--- src/rtl/dmem_arbiter.sv ---
// dmem_arbiter: shares one data memory between the CPU and the debug port.
// Ports: C_* CPU port, D_* debug port (D_LOCK = burst lock), M_* memory side.
// The optional fair mode is enabled with the macro DMEM_ARB_FAIR_EN.
module dmem_arbiter #(
  parameter int ADDR_W       = 32,
  parameter int DATA_W       = 32,
  parameter int STARVE_LIMIT = 8
) (
  input  logic                CLK,
  input  logic                RSTN,
  input  logic                C_REQ,
  input  logic [DATA_W/8-1:0] C_WE,
  input  logic [ADDR_W-1:0]   C_ADDR,
  input  logic [DATA_W-1:0]   C_WDATA,
  output logic                C_GNT,
  output logic                C_RVALID,
  output logic [DATA_W-1:0]   C_RDATA,
  input  logic                D_REQ,
  input  logic [DATA_W/8-1:0] D_WE,
  input  logic [ADDR_W-1:0]   D_ADDR,
  input  logic [DATA_W-1:0]   D_WDATA,
  output logic                D_GNT,
  output logic                D_RVALID,
  output logic [DATA_W-1:0]   D_RDATA,
  input  logic                D_LOCK,
  output logic [ADDR_W-1:0]   M_ADDR,
  output logic [DATA_W/8-1:0] M_WE,
  output logic                M_RE,
  output logic [DATA_W-1:0]   M_WDATA,
  input  logic [DATA_W-1:0]   M_RDATA
);

  typedef enum logic [1:0] {
    S_IDLE,
    S_CPU,
    S_DBG,
    S_DBG_LOCKED
  } state_e;

  state_e              state_q;
  logic                pend_q;
  logic                own_q;
  logic [ADDR_W-1:0]   maddr_q;
  logic [DATA_W-1:0]   mwdata_q;
  logic [DATA_W-1:0]   c_rdata_q;
  logic [DATA_W-1:0]   d_rdata_q;
  logic                locked;
  logic                starve_hit;
  logic                d_own;

  assign locked = (state_q == S_DBG_LOCKED);

`ifdef DMEM_ARB_FAIR_EN
  logic [7:0] starve_q;

  assign starve_hit = (starve_q == 8'(STARVE_LIMIT));

  always_ff @(posedge CLK) begin
    if (!RSTN) begin
      starve_q <= '0;
    end else if (D_GNT || !D_REQ) begin
      starve_q <= '0;
    end else if (C_GNT && starve_q != 8'hFF) begin
      starve_q <= starve_q + 8'd1;
    end
  end
`else
  logic unused_limit;

  assign unused_limit = ^32'(STARVE_LIMIT);
  assign starve_hit   = 1'b0;
`endif

  // Grants are gated by reset so nothing reaches memory while held.
  assign C_GNT = RSTN & ~locked & C_REQ & ~(D_REQ & starve_hit);
  assign D_GNT = RSTN & D_REQ & ~C_GNT;

  // While locked the debug port owns the memory even when idle.
  assign d_own = D_GNT | locked;

  always_comb begin
    M_ADDR  = maddr_q;
    M_WDATA = mwdata_q;
    M_WE    = '0;
    M_RE    = 1'b0;
    if (C_GNT) begin
      M_ADDR  = C_ADDR;
      M_WDATA = C_WDATA;
      M_WE    = C_WE;
      M_RE    = (C_WE == '0);
    end else if (D_GNT) begin
      M_ADDR  = D_ADDR;
      M_WDATA = D_WDATA;
      M_WE    = D_WE;
      M_RE    = (D_WE == '0);
    end
  end

  // A read in flight when reset hits is dropped.
  assign C_RVALID = RSTN & pend_q & ~own_q;
  assign D_RVALID = RSTN & pend_q & own_q;
  assign C_RDATA  = C_RVALID ? M_RDATA : c_rdata_q;
  assign D_RDATA  = D_RVALID ? M_RDATA : d_rdata_q;

  always_ff @(posedge CLK) begin
    if (!RSTN) begin
      state_q   <= S_IDLE;
      pend_q    <= 1'b0;
      own_q     <= 1'b0;
      maddr_q   <= '0;
      mwdata_q  <= '0;
      c_rdata_q <= '0;
      d_rdata_q <= '0;
    end else begin
      unique case (1'b1)
        d_own:   state_q <= D_LOCK ? S_DBG_LOCKED : S_DBG;
        C_GNT:   state_q <= S_CPU;
        default: state_q <= state_q;
      endcase
      pend_q    <= M_RE;
      own_q     <= D_GNT;
      maddr_q   <= M_ADDR;
      mwdata_q  <= M_WDATA;
      c_rdata_q <= C_RDATA;
      d_rdata_q <= D_RDATA;
    end
  end

endmodule
--- config.mk ---
export PLATFORM = sky130hd
export DESIGN_NAME = dmem_arbiter
export DESIGN_NICKNAME = d
export VERILOG_FILES = /design/src/rtl/dmem_arbiter.sv
export SDC_FILE = /design/constraint.sdc
export NUM_CORES = 1
export LEC_CHECK = 0
export ABC_AREA = 1
export CAP_MARGIN = 10
export CORE_MARGIN = 4
export CORE_UTILIZATION = 26
export DETAILED_ROUTE_END_ITERATION = 7
export PLACE_DENSITY = 0.57
export SLEW_MARGIN = 15
export SYNTH_ARGS = -nofsm -noshare
export SYNTH_HDL_FRONTEND = slang
export SYNTH_SLANG_ARGS = --single-unit
--- constraint.sdc ---
create_clock -name CLK -period 4 [get_ports CLK]
set_input_delay 1 -clock CLK [delete_from_list [all_inputs] [get_ports CLK]]
set_output_delay 1 -clock CLK [all_outputs]
set_load 0.03 [all_outputs]
# Word level (Yosys, flattened, before mapping)

Cells that the tools add are included.

Word-level logic and storage cells: 34
Bits in latches: 0
Memories kept: 0
Output and inout bits: 137
Bits in registers: 132
Memory bits (read-only): 0
Memory bits (writable): 0

Divide/modulo/power cells: 0
Multiply operators: 0
Shift operators: 0
Order comparisons: 0
Mux-type cells: 12
Equal/unequal tests: 1
$add $sub $neg: 0
Bitwise logic cells: 11
Reduce and logical (&&, ||, !) cells: 3

Operator list:

| kind                                       | count |
|---|---|
| two-way mux 32 bit                         | 6 |
| zero test 4 bit                            | 2 |
| two-way mux 4 bit                          | 2 |
| bitwise AND 1 bit                          | 7 |
| one-hot mux 2 bit (2 select lines)         | 1 |
| two-way mux 1 bit                          | 3 |
| NOT 1 bit                                  | 3 |
| equality test 2 bit, second input constant | 1 |
| nonzero test 2 bit                         | 1 |
| OR 1 bit                                   | 1 |

# Longest topological paths before layout

Gate-level depths: netlist (run 1).

Depth after elaboration: 8
Gate-level depth with buffers: 9

# Worst setup path before layout (run 1)

No wires, ideal clock.

Kind: input to output
Start: input RSTN
End: output M_RE
Data arrival time: 2248 ps
Buffers on the path: 2
Data required time: 3000 ps
Slack: 752 ps
Stages on the path: 7
Path through: buf_4 -> nand2_4 -> inv_2 -> nand2_2 -> buf_6 -> nand2_1 -> o21ai_0

Word-level cells in the longest chain between the ends: 6
Elaborated cells on any way between the ends: 7
Those cells by class: mux: 2; bitwise: 5

Ends and longest elaborated chain:

| item                            | RTL line | RTL |
|---|---|---|
| start: declaration              | 10       | `input logic RSTN,` |
| bitwise AND 1 bit (2 in series) | 75       | `assign C_GNT = RSTN & ~locked & C_REQ & ~(D_REQ & starve_hit);` |
| NOT 1 bit                       | 76       | `assign D_GNT = RSTN & D_REQ & ~C_GNT;` |
| bitwise AND 1 bit               | 76       |  |
| two-way mux 1 bit               | 91       | `end else if (D_GNT) begin` |
| two-way mux 1 bit (*)           | 86       | `if (C_GNT) begin` |
| end: declaration                | 28       | `output logic M_RE,` |

Mark *: on every way between the ends. The rest lies on a longest branch, timed or not.

# Worst setup path in the final report (run 1)

Start: input C_REQ
End: output M_ADDR[28]

Word-level cells in the longest chain between the ends: 5

Ends and longest elaborated chain:

| item                   | RTL line | RTL |
|---|---|---|
| start: declaration     | 11       | `input logic C_REQ,` |
| bitwise AND 1 bit (*)  | 75       |  |
| NOT 1 bit              | 76       |  |
| bitwise AND 1 bit      | 76       |  |
| two-way mux 32 bit     | 91       |  |
| two-way mux 32 bit (*) | 86       |  |
| end: declaration       | 26       | `output logic [ADDR_W-1:0] M_ADDR,` |

Marks and branches as above.

==> flow_metrics.tcl, run 1 <==
set metrics [dict create \
    final_nets 1530 \
    synth_compound_area_frac 0.0621 \
    final_area_mm2 0.0105 \
    mappedNetlistArea_mm2 0.00665 \
    grt_usage 0.158 \
    pre_cts_ws_ns 0.0860 \
    ant_nets 0 \
    start_kind "input port" \
    grt_pass1_wl_um 36000 \
    synth_nets 1245 \
    yosys.area.top_type "dfxtp_1" \
    antenna_found_initial 1 \
    numCtsBuffers 17 \
    rsz0062_at_grt "no" \
    hold_buffers 0 \
    worstPathArrival_ns 2.89 \
    fmax_ghz 0.257 \
    synth_warnings 0 \
    synth-seq-area-share 0.397 \
    worst_slack_ns 0.114 \
    io_buffers 309 \
    tns_ns 0 \
    pin_count 310 \
    post-route-min-period_ns 3.89 \
    clk_path_buf_depth 2 \
    maxSlewViolCount 0 \
    relSlewSlack 0.490 \
    worstPathCellList "clkdlybuf4s50_1 -> nand2_4 -> inv_2 -> nand2_2 -> buf_12 -> nand3_1 -> nand2_1 -> inv_1 -> clkdlybuf4s50_1" \
    place_area_mm2 0.00990 \
    cts_tree "built" \
    cts-root-buf "clkbuf_16" \
    layout-drive-gt1-share 0.0985 \
    status "finished, final reports clean" \
    max-cap-violations 0 \
    via_per_inst 4.18 \
    peakVddDrop_uv 181 \
    crit_slowest_cell "clkdlybuf4s50_1" \
    core_mm2 0.0252 \
    wl_um 23000 \
    worstPathMaxFanout 19 \
    grt_max_degree 67 \
    clock-sinks 132 \
    critPathKind "in -> out" \
    clk-insertion-delay-late_ns 0.41 \
    die-area_mm2 0.0282 \
    final_core_util 0.419 \
    slowest_delay_ns 0.72 \
    synth-xor-area-share 0 \
    drtIter0Drc 336 \
    fin_hold_ws_ns 0.525 \
    synth_cells 1072 \
    n_antenna_cell 0 \
    synth_mux_area_frac 0 \
    initial_core_util 0.264 \
    skew_ns 0.00860 \
    via_count 7098 \
    first_pass_iters 4 \
    ys_ff_latch 132 \
    drc_errors 0 \
    clk_pin_slew_ns 0.06 \
    dp_cells 1668 \
    area_growth_pct 58.4 \
    pwr_density_cell_mw_per_mm2 377 \
    stdcell_count 1700 \
    layout_common_cells "nand2_1, inv_1, clkdlybuf4s50_1" \
    cts_resized 0 \
    htree_levels 4 \
    synth_top_area_frac 0.397 \
    syn-mean-instance-area_um2 6.21 \
    post_cts_buffers 0 \
    hpwl_um 16600 \
    endpoint_kind "primary output" \
    crit_top_cell "clkdlybuf4s50_1" \
    synth_area_leaders "dfxtp_1, nand2_1, inv_1" \
    hp-class "reg -> reg" \
    mostFrequentLayoutCell "nand2_1" \
    gp_congestion 0.825 \
    fp.dieW_um 168 \
    dieHeight_um 168 \
    setup_viol_count_final 0 \
    synth_top_family_by_area "simple AND/OR/NAND/NOR gates" \
    crit_required_ns 3.00 \
    route.detailed.wl_per_inst_um 13.6 \
    finalHoldViolCount 0 \
    netlist-cell-type-count 22 \
    first_global_vias 6673 \
    power.total_mw 3.98 \
    p_leak_nw 5.93 \
    rows 58 \
    synthAdderAreaFrac 0 \
    gr-total-overflow 0 \
    worst_pin_slew_ns 0.765 \
    fin_crit_sh 0.971 \
    synthSimpleGateAreaFrac 0.335 \
]
[cell usage after synthesis (all sizes together)]
library cell	number
nor3	2
dfxtp	132
buf	50
nand3	130
nor2	127
inv	267
nand2	273
nand3b	2
a21oi	6
o21ai	69
clkbuf	14
[metal layers]
layer	track usage	routed length (um)
met1	0.197	9970
met2	0.256	10500
met5	0	13
met4	0.0480	330
met3	0.0549	2250
[area by class of cell]
class	count	area (um2)
clock buffers	18	439
well taps	330	413
inverters	267	1000
repair buffers	330	3210
clock inverters	14	190
flip-flops and latches	132	2640
multi-input cells	609	2650
fillers	2688	14600
[state kept, by name, indices dropped and copies added, names as in the netlist]
register   count
pend_q         1
maddr_q       32
mwdata_q      32
state_q        2
c_rdata_q     32
d_rdata_q     32
own_q          1
[cells by family (layout without fill, tap and decap cells)]
family	after synthesis	after routing
AND/OR/NAND/NOR	534	534
buffers and inverters	331	629
flip-flops	132	132
AO/OA/AOI/OAI	75	75
[report_power, final]
group | leakage, nW | total, mW | internal (mW) | switching, mW
combinational | 4.55 | 0.897 | 0.402 | 0.495
sequential | 1.08 | 1.39 | 1.37 | 0.0147
clock | 0.307 | 1.69 | 1.02 | 0.670
[worst max-delay path: cells and delay by family]
kind / cells / cell delay (ns)
buf+inv: 5 / 1.55
simple gates: 4 / 0.34
[final timing paths]
path                            from                 endpoint  slack [ns]  cells past startpoint
max reg2reg        pend_q$_SDFF_PN0_  d_rdata_q[7]$_SDFF_PN0_        2.43                      6
max                            C_REQ               M_ADDR[28]        0.11                      9
min          d_rdata_q[9]$_SDFF_PN0_  d_rdata_q[9]$_SDFF_PN0_        0.52                      4
min reg2reg  d_rdata_q[9]$_SDFF_PN0_  d_rdata_q[9]$_SDFF_PN0_        0.52                      4
Power figures use the tool's default switching activity.
==> run 2: changes to the inputs <==
Settings changed: CELL_PAD_IN_SITES_DETAIL_PLACEMENT set to 1, CELL_PAD_IN_SITES_GLOBAL_PLACEMENT set to 1, PLACE_DENSITY 0.57 to 0.79.
==> run 2 against run 1 <==
Hold slack better by 0.0065 ns. Combinational power up 0.4%. Cell area down 0.83%. Register-to-register slack better by 0.16 ns. Critical endpoint is now M_ADDR[19]. Largest power group unchanged. Highest routed layer unchanged.
==> flow_metrics.tcl, run 2 (synthesized netlist as in run 1, its figures left out) <==
set metrics [dict create \
    grt_max_degree 76 \
    final_core_util 0.415 \
    setup_viol_count_final 0 \
    n_antenna_cell 0 \
    endpoint_kind "primary output" \
    hp-class "reg -> reg" \
    cp_num_cells 8 \
    slowest_delay_ns 0.61 \
    wl_um 24700 \
    io_buffers 309 \
    core_mm2 0.0252 \
    clk_path_buf_depth 2 \
    worst-path-buf-inv 4 \
    gr-total-overflow 0 \
    first_pass_iters 4 \
    whs_path_depth 4 \
    first_global_vias 7529 \
    grt_pass1_wl_um 39500 \
    maxSlewViolCount 0 \
    layout-drive-gt1-share 0.0959 \
    skew_ns 0.00981 \
    crit_family "buffers and inverters" \
    grt_util_met2 0.291 \
    grtUsageMet3 0.0608 \
    numCtsBuffers 17 \
    crit_path_end "M_ADDR[19]" \
    die-area_mm2 0.0282 \
    worstPathArrival_ns 2.90 \
    drc_errors 0 \
    worstPathCellList "clkdlybuf4s50_1 -> nand2_4 -> nor2_4 -> buf_12 -> nand2_1 -> nand2_1 -> inv_1 -> clkdlybuf4s50_1" \
    tns_ns 0 \
    mostFrequentLayoutCell "nand2_1" \
    hold_start "d_rdata_q[5]$_SDFF_PN0_" \
    crit_required_ns 3.00 \
    rr_startpoint "state_q[0]$_SDFFE_PN0P_" \
    critPathKind "in -> out" \
    hold_buffers 0 \
    post_cts_buffers 0 \
    final_nets 1526 \
    via_count 7384 \
    pin_count 310 \
    fin_crit_sh 0.975 \
    pwr_density_cell_mw_per_mm2 362 \
    fp.dieW_um 168 \
    worst_pin_slew_ns 0.680 \
    register_area_mm2 0.00264 \
    worstRegToRegCells 6 \
    rsz0062_at_grt "no" \
    worstPathMaxFanout 48 \
    via_per_inst 4.35 \
    status "finished, final reports clean" \
    n_fill_cell 3212 \
    clock-sinks 132 \
    drtIter0Drc 269 \
    ant_nets 0 \
    fmax_ghz 0.256 \
    met1_usage 0.213 \
    gp_congestion 0.810 \
    dieHeight_um 168 \
    hpwl_um 18300 \
    htree_levels 4 \
    max-cap-violations 0 \
    cts_tree "built" \
    crit_slowest_cell "clkdlybuf4s50_1" \
    ff2ff_setup_slack_ns 2.59 \
    clk_pin_slew_ns 0.06 \
    rows 58 \
    top_usage_layer "met2" \
    area_growth_pct 57.1 \
    start_kind "input port" \
    finalHoldViolCount 0 \
    multi_input_area_mm2 0.00265 \
    cts-root-buf "clkbuf_16" \
    initial_core_util 0.264 \
    timing.rr.end "pend_q$_SDFF_PN0_" \
    relSlewSlack 0.547 \
    antenna_found_initial 2 \
    route.detailed.wl_per_inst_um 14.5 \
    setup.worst_path.start "C_REQ" \
    peakVddDrop_uv 241 \
    clk-insertion-delay-late_ns 0.41 \
    layout_common_cells "nand2_1, inv_1, clkdlybuf4s50_1" \
    grt_usage 0.172 \
    p_leak_nw 5.95 \
    post-route-min-period_ns 3.90 \
]
run 2: changes by cell type in the layout (fill, tap and decap cells not counted), sizes merged:
| cell | change |
|---|---|
| buf | -4 |
| dlymetal6s2s | +6 |
| clkdlybuf4s50 | -6 |
| bufinv | -3 |
| inv | +2 |
| clkinvlp | +2 |
| clkbuf | -1 |
run 2: area by class of cell:
| class | instances | share of cell area |
|---|---|---|
| multi-input combinational | 609 | 0.253 |
| clock buffer | 17 | 0.0407 |
| timing repair buffer | 326 | 0.305 |
| sequential | 132 | 0.253 |
| tap | 330 | 0.0395 |
| inverter | 267 | 0.0961 |
| clock inverter | 15 | 0.0126 |
run 2: report_power, final:
| group | total [mW] | internal (mW) | switching (mW) |
|---|---|---|---|
| combinational | 0.901 | 0.398 | 0.503 |
| sequential | 1.39 | 1.37 | 0.0148 |
| clock | 1.50 | 0.820 | 0.676 |
run 2: how the worst min path moves through the flow:
stage	end
2_1_floorplan	state_q[1]$_SDFFE_PN0P_
3_3_place_gp	d_rdata_q[4]$_SDFF_PN0_
3_5_place_dp	d_rdata_q[5]$_SDFF_PN0_
4_1_cts	d_rdata_q[5]$_SDFF_PN0_
5_1_grt	d_rdata_q[10]$_SDFF_PN0_
6_report	d_rdata_q[5]$_SDFF_PN0_
run 2: through the flow:
step,hold WS [ns],instance area [um2],worst slack [ns],instances,total power [mW]
5_1_grt,0.573,10500,0.00174,1696,4.00
3_3_place_gp,0.509,9870,0.0853,1664,2.32
3_5_place_dp,0.523,9870,0.0875,1664,2.33
4_1_cts,0.531,10400,0.0711,1696,3.86
6_report,0.531,10500,0.100,1696,3.79
2_1_floorplan,0.494,6650,0.752,1072,1.89
run 2: metal layers:
layer  part of all wire  vias to the layer above
li1                   -                     3710
met1               0.43                     3424
met2               0.47                      225
met3              0.083                       21
met4              0.013                        4
met5             0.0011                        -
run 2: tightest hold or removal path: stages (launching register included):
cell and delay (ns):
dfxtp_1 0.30, inv_1 0.04, nand2_1 0.05, o21ai_2 0.06, nor2_1 0.04
run 2: repair_timing:
action / in CTS / in global routing
hold endpoints to repair: 0 / 0
gates resized for setup: 0 / 10
setup endpoints to repair: 0 / 10
